### config.mk
export PLATFORM = sky130hd
export DESIGN_NAME = bin_to_gray_stream
export DESIGN_NICKNAME = d
export VERILOG_FILES = /design/src/rtl/bin_to_gray_stream.sv
export SDC_FILE = /design/constraint.sdc
export NUM_CORES = 1
export LEC_CHECK = 0
export ABC_AREA = 1
export CAP_MARGIN = 10
export CORE_MARGIN = 2
export CORE_UTILIZATION = 25
export DETAILED_ROUTE_END_ITERATION = 8
export HOLD_SLACK_MARGIN = 0.15
export SYNTH_ARGS = -nofsm -noshare
export SYNTH_HDL_FRONTEND = slang
export SYNTH_SLANG_ARGS = --single-unit
### constraint.sdc
create_clock -name clk -period 2.5 [get_ports clk]
set_clock_uncertainty 0.2 [all_clocks]
set_input_delay 0.375 -clock clk [delete_from_list [all_inputs] [get_ports clk]]
set_output_delay 0.375 -clock clk [all_outputs]
set_load 0.01 [all_outputs]
### src/rtl/bin_to_gray_stream.sv
// bin_to_gray_stream: binary-to-Gray encoder with a valid/ready stream interface.
// Stream mode encodes caller words; count mode emits Gray codes of an internal counter.
// The output register is backed by a one-word skid register, so the block keeps full
// throughput and in_ready never depends combinationally on out_ready.
// Optional build macro: GRAY_SEQ_CHECK_EN adds a sticky single-bit-step checker on
// transferred output words (seq_err). Without it, seq_err is tied low.
module bin_to_gray_stream #(
  parameter int WIDTH = 8
) (
  input  logic             clk,
  input  logic             rst,
  input  logic             ena,
  input  logic             cnt_mode,
  input  logic             cnt_clr,
  input  logic             in_valid,
  output logic             in_ready,
  input  logic [WIDTH-1:0] in_data,
  output logic             out_valid,
  input  logic             out_ready,
  output logic [WIDTH-1:0] out_data,
  output logic             wrap,
  output logic             seq_err
);

  localparam logic [WIDTH-1:0] ZERO_W = {WIDTH{1'b0}};
  localparam logic [WIDTH-1:0] ONE_W  = {{(WIDTH-1){1'b0}}, 1'b1};
  localparam logic [WIDTH-1:0] MAX_W  = {WIDTH{1'b1}};

  function automatic logic [WIDTH-1:0] to_gray(input logic [WIDTH-1:0] b);
    return b ^ (b >> 1);
  endfunction

  logic             mode_q_r;
  logic             out_valid_r;
  logic [WIDTH-1:0] out_data_r;
  logic             skid_valid_r;
  logic [WIDTH-1:0] skid_data_r;
  logic             in_ready_r;
  logic [WIDTH-1:0] count_r;
  logic             wrap_r;

  logic             stream_push_s;
  logic             gen_push_s;
  logic             push_s;
  logic [WIDTH-1:0] push_data_s;
  logic             pop_s;
  logic             out_valid_nxt_s;
  logic [WIDTH-1:0] out_data_nxt_s;
  logic             skid_valid_nxt_s;
  logic [WIDTH-1:0] skid_data_nxt_s;
  logic             mode_nxt_s;
  logic [WIDTH-1:0] count_nxt_s;
  logic             wrap_nxt_s;
  logic             in_ready_nxt_s;

  // Handshake decode: the generator stalls while a mode change is pending so the pipeline drains.
  always_comb begin
    stream_push_s = ena && in_valid && in_ready_r;
    gen_push_s    = ena && mode_q_r && cnt_mode && !skid_valid_r;
    push_s        = stream_push_s || gen_push_s;
    pop_s         = ena && out_valid_r && out_ready;
    if (mode_q_r) begin
      push_data_s = to_gray(count_r);
    end else begin
      push_data_s = to_gray(in_data);
    end
  end

  // Next-state for output/skid registers, counter, mode and the registered in_ready.
  always_comb begin
    out_valid_nxt_s  = out_valid_r;
    out_data_nxt_s   = out_data_r;
    skid_valid_nxt_s = skid_valid_r;
    skid_data_nxt_s  = skid_data_r;
    mode_nxt_s       = mode_q_r;
    count_nxt_s      = count_r;
    if (ena) begin
      if (!out_valid_r || pop_s) begin
        if (skid_valid_r) begin
          out_valid_nxt_s  = 1'b1;
          out_data_nxt_s   = skid_data_r;
          skid_valid_nxt_s = 1'b0;
        end else if (push_s) begin
          out_valid_nxt_s = 1'b1;
          out_data_nxt_s  = push_data_s;
        end else begin
          out_valid_nxt_s = 1'b0;
        end
      end else if (push_s) begin
        skid_valid_nxt_s = 1'b1;
        skid_data_nxt_s  = push_data_s;
      end else begin
        skid_valid_nxt_s = skid_valid_r;
      end
      if (cnt_clr) begin
        count_nxt_s = ZERO_W;
      end else if (gen_push_s) begin
        count_nxt_s = count_r + ONE_W;
      end else begin
        count_nxt_s = count_r;
      end
      // Mode may only switch with nothing in flight and nothing entering this cycle.
      if (!out_valid_r && !skid_valid_r && !push_s) begin
        mode_nxt_s = cnt_mode;
      end else begin
        mode_nxt_s = mode_q_r;
      end
    end else begin
      out_valid_nxt_s = out_valid_r;
    end
    wrap_nxt_s     = gen_push_s && (count_r == MAX_W);
    in_ready_nxt_s = !skid_valid_nxt_s && !mode_nxt_s && (cnt_mode == mode_nxt_s);
  end

  // State registers; reset discards any in-flight words.
  always_ff @(posedge clk or posedge rst) begin
    if (rst) begin
      mode_q_r     <= 1'b0;
      out_valid_r  <= 1'b0;
      out_data_r   <= ZERO_W;
      skid_valid_r <= 1'b0;
      skid_data_r  <= ZERO_W;
      in_ready_r   <= 1'b0;
      count_r      <= ZERO_W;
      wrap_r       <= 1'b0;
    end else begin
      mode_q_r     <= mode_nxt_s;
      out_valid_r  <= out_valid_nxt_s;
      out_data_r   <= out_data_nxt_s;
      skid_valid_r <= skid_valid_nxt_s;
      skid_data_r  <= skid_data_nxt_s;
      in_ready_r   <= in_ready_nxt_s;
      count_r      <= count_nxt_s;
      wrap_r       <= wrap_nxt_s;
    end
  end

  assign in_ready  = in_ready_r;
  assign out_valid = out_valid_r;
  assign out_data  = out_data_r;
  assign wrap      = wrap_r;

`ifdef GRAY_SEQ_CHECK_EN
  function automatic logic one_bit_diff(input logic [WIDTH-1:0] a, input logic [WIDTH-1:0] b);
    logic [WIDTH-1:0] d;
    d = a ^ b;
    return (d != ZERO_W) && ((d & (d - ONE_W)) == ZERO_W);
  endfunction

  logic [WIDTH-1:0] last_r;
  logic             have_last_r;
  logic             seq_err_r;

  // Track the last transferred word; flag any transfer that is not a single-bit step.
  always_ff @(posedge clk or posedge rst) begin
    if (rst) begin
      last_r      <= ZERO_W;
      have_last_r <= 1'b0;
      seq_err_r   <= 1'b0;
    end else if (ena) begin
      if (mode_nxt_s != mode_q_r) begin
        have_last_r <= 1'b0;
      end else if (pop_s) begin
        if (have_last_r && !one_bit_diff(out_data_r, last_r)) begin
          seq_err_r <= 1'b1;
        end else begin
          seq_err_r <= seq_err_r;
        end
        last_r      <= out_data_r;
        have_last_r <= 1'b1;
      end else begin
        have_last_r <= have_last_r;
      end
    end else begin
      seq_err_r <= seq_err_r;
    end
  end

  assign seq_err = seq_err_r;
`else
  assign seq_err = 1'b0;
`endif

endmodule

# Word-level counts from Yosys, hierarchy flattened
# Cells that the tools add are included.
# classes
bitwise_logic	3
n_addsub	1
n_eq_ne	2
n_mux	12
reduce_logical	25
# op_table
cell	count
two-way mux 8 bit	5
bitwise XOR 8 x 7 -> 8 bit	2
logical AND 1 bit	12
adder 8 x 1 -> 8 bit (second input constant)	1
equality test 8 bit (second input constant)	1
two-way mux 1 bit	7
AND reduction 3 bit	2
zero test 1 bit	5
AND reduction 2 bit	2
nonzero test 2 bit	2
logical OR 1 bit	2
equality test 1 bit	1
inverter 1 bit	1
# totals
wordCells	51
in_bits	15
register_bits	29
out_inout_bits	12

# Logic depth before layout (Yosys ltp)
# depth
ltp_word	11
ltp_mapped	8
ltp_nobuf	8

# Least setup slack after synthesis
# No wires, ideal clock.
# synth_timing
path_kind	input -> register
from	in ena
to	reg out_valid_r, in the netlist out_valid
path_stages	6
setup_slack_ps	1078
n_path_buf	1
setup_ps	124
required_time_ps	2176
t_arrival_ps	1098
cell_sequence	buf_4 > nand3_2 > nand3_2 > nand2_4 > inv_2 > or2_1
# synth_between
elab_chain_len	6
word_cells_on_any_way	12
classes_between	mux: 2; reduce/logical: 10
# synth_lines
element	line_no	source
start: declaration	12	input logic ena,
logical AND 1 bit (3 in a row)	59	gen_push_s = ena && mode_q_r && cnt_mode && !skid_valid_r;
logical OR 1 bit	60	push_s = stream_push_s || gen_push_s;
two-way mux 1 bit	83	end else if (push_s) begin
two-way mux 1 bit	79	if (skid_valid_r) begin
end signal: assignment	128	out_valid_r <= out_valid_nxt_s;
end: declaration	34	logic out_valid_r;
# Several ways; a longest one is shown, not always the timed one.
# A chain may end at the register's enable or synchronous reset.

# Worst setup path in the final report
# layout_timing
from	in ena
to	reg out_data_r[2], in the netlist out_data[2]
# layout_between
elab_chain_len	6
word_cells_on_any_way	11
classes_between	reduce/logical: 11
# layout_lines
element	line_no	source
logical AND 1 bit (3 in a row)	59	
logical OR 1 bit	60	
nonzero test 2 bit (no line)	--	
AND reduction 3 bit (no line) *	--	
end signal: assignment	129	out_data_r <= out_data_nxt_s;
end: declaration	35	logic [WIDTH-1:0] out_data_r;
# Every way passes the cells marked *; elsewhere a longest branch is shown, timed or not.

==> metrics.yaml <==
status: "finished clean"
vias: 1485
ctsHoldBuffers: 0
wirelength_mm: 3.97
cts_tree: "done"
grt_overflow: 0
clkTransAtPathRegs_ns: 0.08
syn_nets: 249
post_cts.repair.setup_buffers: 0
period_share: 0.721
hold_path_class: "input pin to async pin"
synth_seq_area_share: 0.424
rsz0062_at_grt: "no"
worst_ep_required_time_ns: 2.53
fin_area_mm2: 0.00213
grt_pass1_wl_mm: 6.87
cts-root-buf: "clkbuf_8"
synth.most_common_cell: "nand2_1"
p_leak_nw: 1.13
placed_cell_area_mm2: 0.00204
cp.arrival_ns: 1.83
max_freq_mhz: 555
synth-edff-count: 0
async_reset_ff_frac: 1.00
antenna_found_initial: 0
drt_pass1_iterations: 6
final-setup-viol-count: 0
core_area_mm2: 0.00672
syn-cell-area_mm2: 0.00171
dpl.hpwl_mm: 3.03
startpoint_type: "input pin"
grtUsageTotal: 0.119
synth_cells: 227
clock_path_buffers: 2
synthTopCellsByArea: "dfrtp_1 42%, nand2_1 18%, nand3_1 10%, ha_1 5.1%, inv_1 4.6%"
vias_per_cell: 4.41
drive_gt1_frac: 0.0895
syn_to_final_growth_pct: 24.3
die_width_um: 86.8
ctsResizeCount: 0
tns_ns: 0
grt_max_degree: 30
io_buffer_count: 25
yosys_warnings: 0
grt_pass1_vias: 1472
yosys_most_used_dff: "dfrtp_1"
dp_slack_ns: 0.410
nFillCells: 705
fin_ws_ns: 0.698
yosysTopAreaCell: "dfrtp_1"
antenna_cells: 0
instances_no_fill: 337
drc: 0
final.min_clock_period_ns: 1.80
worst-path-max-fanout: 10
cp-end-kind: "flop"
die_h_um: 86.8
clock_latency_ns: 0.29
p_per_area_mw_per_mm2: 801
fin_util: 0.317
dp.cells: 329
synth_top_area_share: 0.424
maxSlewViolCount: 0
ios: 27
gp_congestion: 0.804
wl_per_cell_um: 11.8
ys_ff_latch: 29
crit_type: "input pin to flop"
synth_cell_types: 25
htreeDepth: 2
maxCapViolCount: 0
total_power_mw: 1.70
hold_viol: 0
numClockSinks: 29
numCtsBuffers: 5
syn_area_per_cell_um2: 7.55
peakVddDrop_mv: 0.325
synth_common_cells: "84 x nand2_1, 35 x nand3_1, 29 x dfrtp_1, 21 x inv_1, 7 x ha_1"
hold_slack_ns: 0.261
drt-initial-drc-count: 52
final_antenna_net_count: 0
std_cell_rows: 30
die-area_mm2: 0.00753
initial_core_util: 0.255
nNetsFinal: 278
==> layer usage <==
layer / GRT usage / vias up / wire length (um) / part of all wire
met5: 0 / - / 0 / 0
met4: 0.0739 / 0 / 153 / 0.039
met3: 0.0238 / 11 / 131 / 0.033
met2: 0.178 / 30 / 1690 / 0.42
met1: 0.158 / 665 / 2000 / 0.50
li1: - / 779 / - / -
==> layout make-up <==
class	count	area [um2]	share of cell area
clock buffer	5	68.8	0.0323
clock inverter	3	22.5	0.0106
inverter	26	97.6	0.0459
multi-input combinational	168	856	0.402
sequential	29	726	0.341
tap	80	100	0.0470
timing repair buffer	26	258	0.121
==> flip-flops by register name (all words and copies together) (netlist names) <==
name,flops
count_r,8
out_data,8
out_valid,1
mode_q_r,1
wrap,1
skid_data_r,8
in_ready,1
skid_valid_r,1
==> cell families after synthesis <==
family / after synthesis / share of synthesized area
multiplexers: 1 / 0.00584
other: 1 / 0.00219
adder cells (fa/ha/maj): 7 / 0.0511
flip-flops: 29 / 0.424
buffers and inverters: 30 / 0.0767
AND/OR/NAND/NOR: 145 / 0.395
AO/OA/AOI/OAI: 14 / 0.0453
==> critical path, cell delays in order <==
cell and delay [ns]:
clkdlybuf4s50_1 0.67, nand3_2 0.19, nand3_2 0.15, nand2_4 0.11, inv_2 0.16, nand3_1 0.10, nand2_1 0.07
==> placed cells by master (no fill, tap or decap), types with 5 or more instances in the layout <==
cell type | netlist | layout
nand2_1 | 84 | 84
nand3_1 | 35 | 35
dfrtp_1 | 29 | 29
clkdlybuf4s50_1 | 0 | 25
inv_1 | 21 | 21
ha_1 | 7 | 7
nor2_1 | 6 | 6
inv_2 | 5 | 5
or2_1 | 5 | 5
clkbuf_8 | 0 | 5
==> power breakdown <==
group / total [mW] / internal, mW / switching [mW]
combinational: 0.584 / 0.272 / 0.312
clock: 0.399 / 0.195 / 0.204
sequential: 0.721 / 0.611 / 0.110
total: 1.70 / 1.08 / 0.626
==> worst paths after layout <==
| path | from | end | slack [ns] | depth (start not counted) |
|---|---|---|---|---|
| worst max register to register | skid_valid_r | out_valid | 0.80 | 5 |
| worst min-delay path | rst | skid_data_r[7] | 0.26 | 3 |
| worst max-delay path | ena | out_data[2] | 0.70 | 7 |
| max in group asynchronous | rst | skid_data_r[6] | 1.56 | 3 |
| min in group clk | skid_data_r[5] | skid_data_r[5] | 0.27 | 2 |
| worst min register to register | skid_data_r[5] | skid_data_r[5] | 0.27 | 2 |
Note: power is estimated with default switching activity, not from simulation.
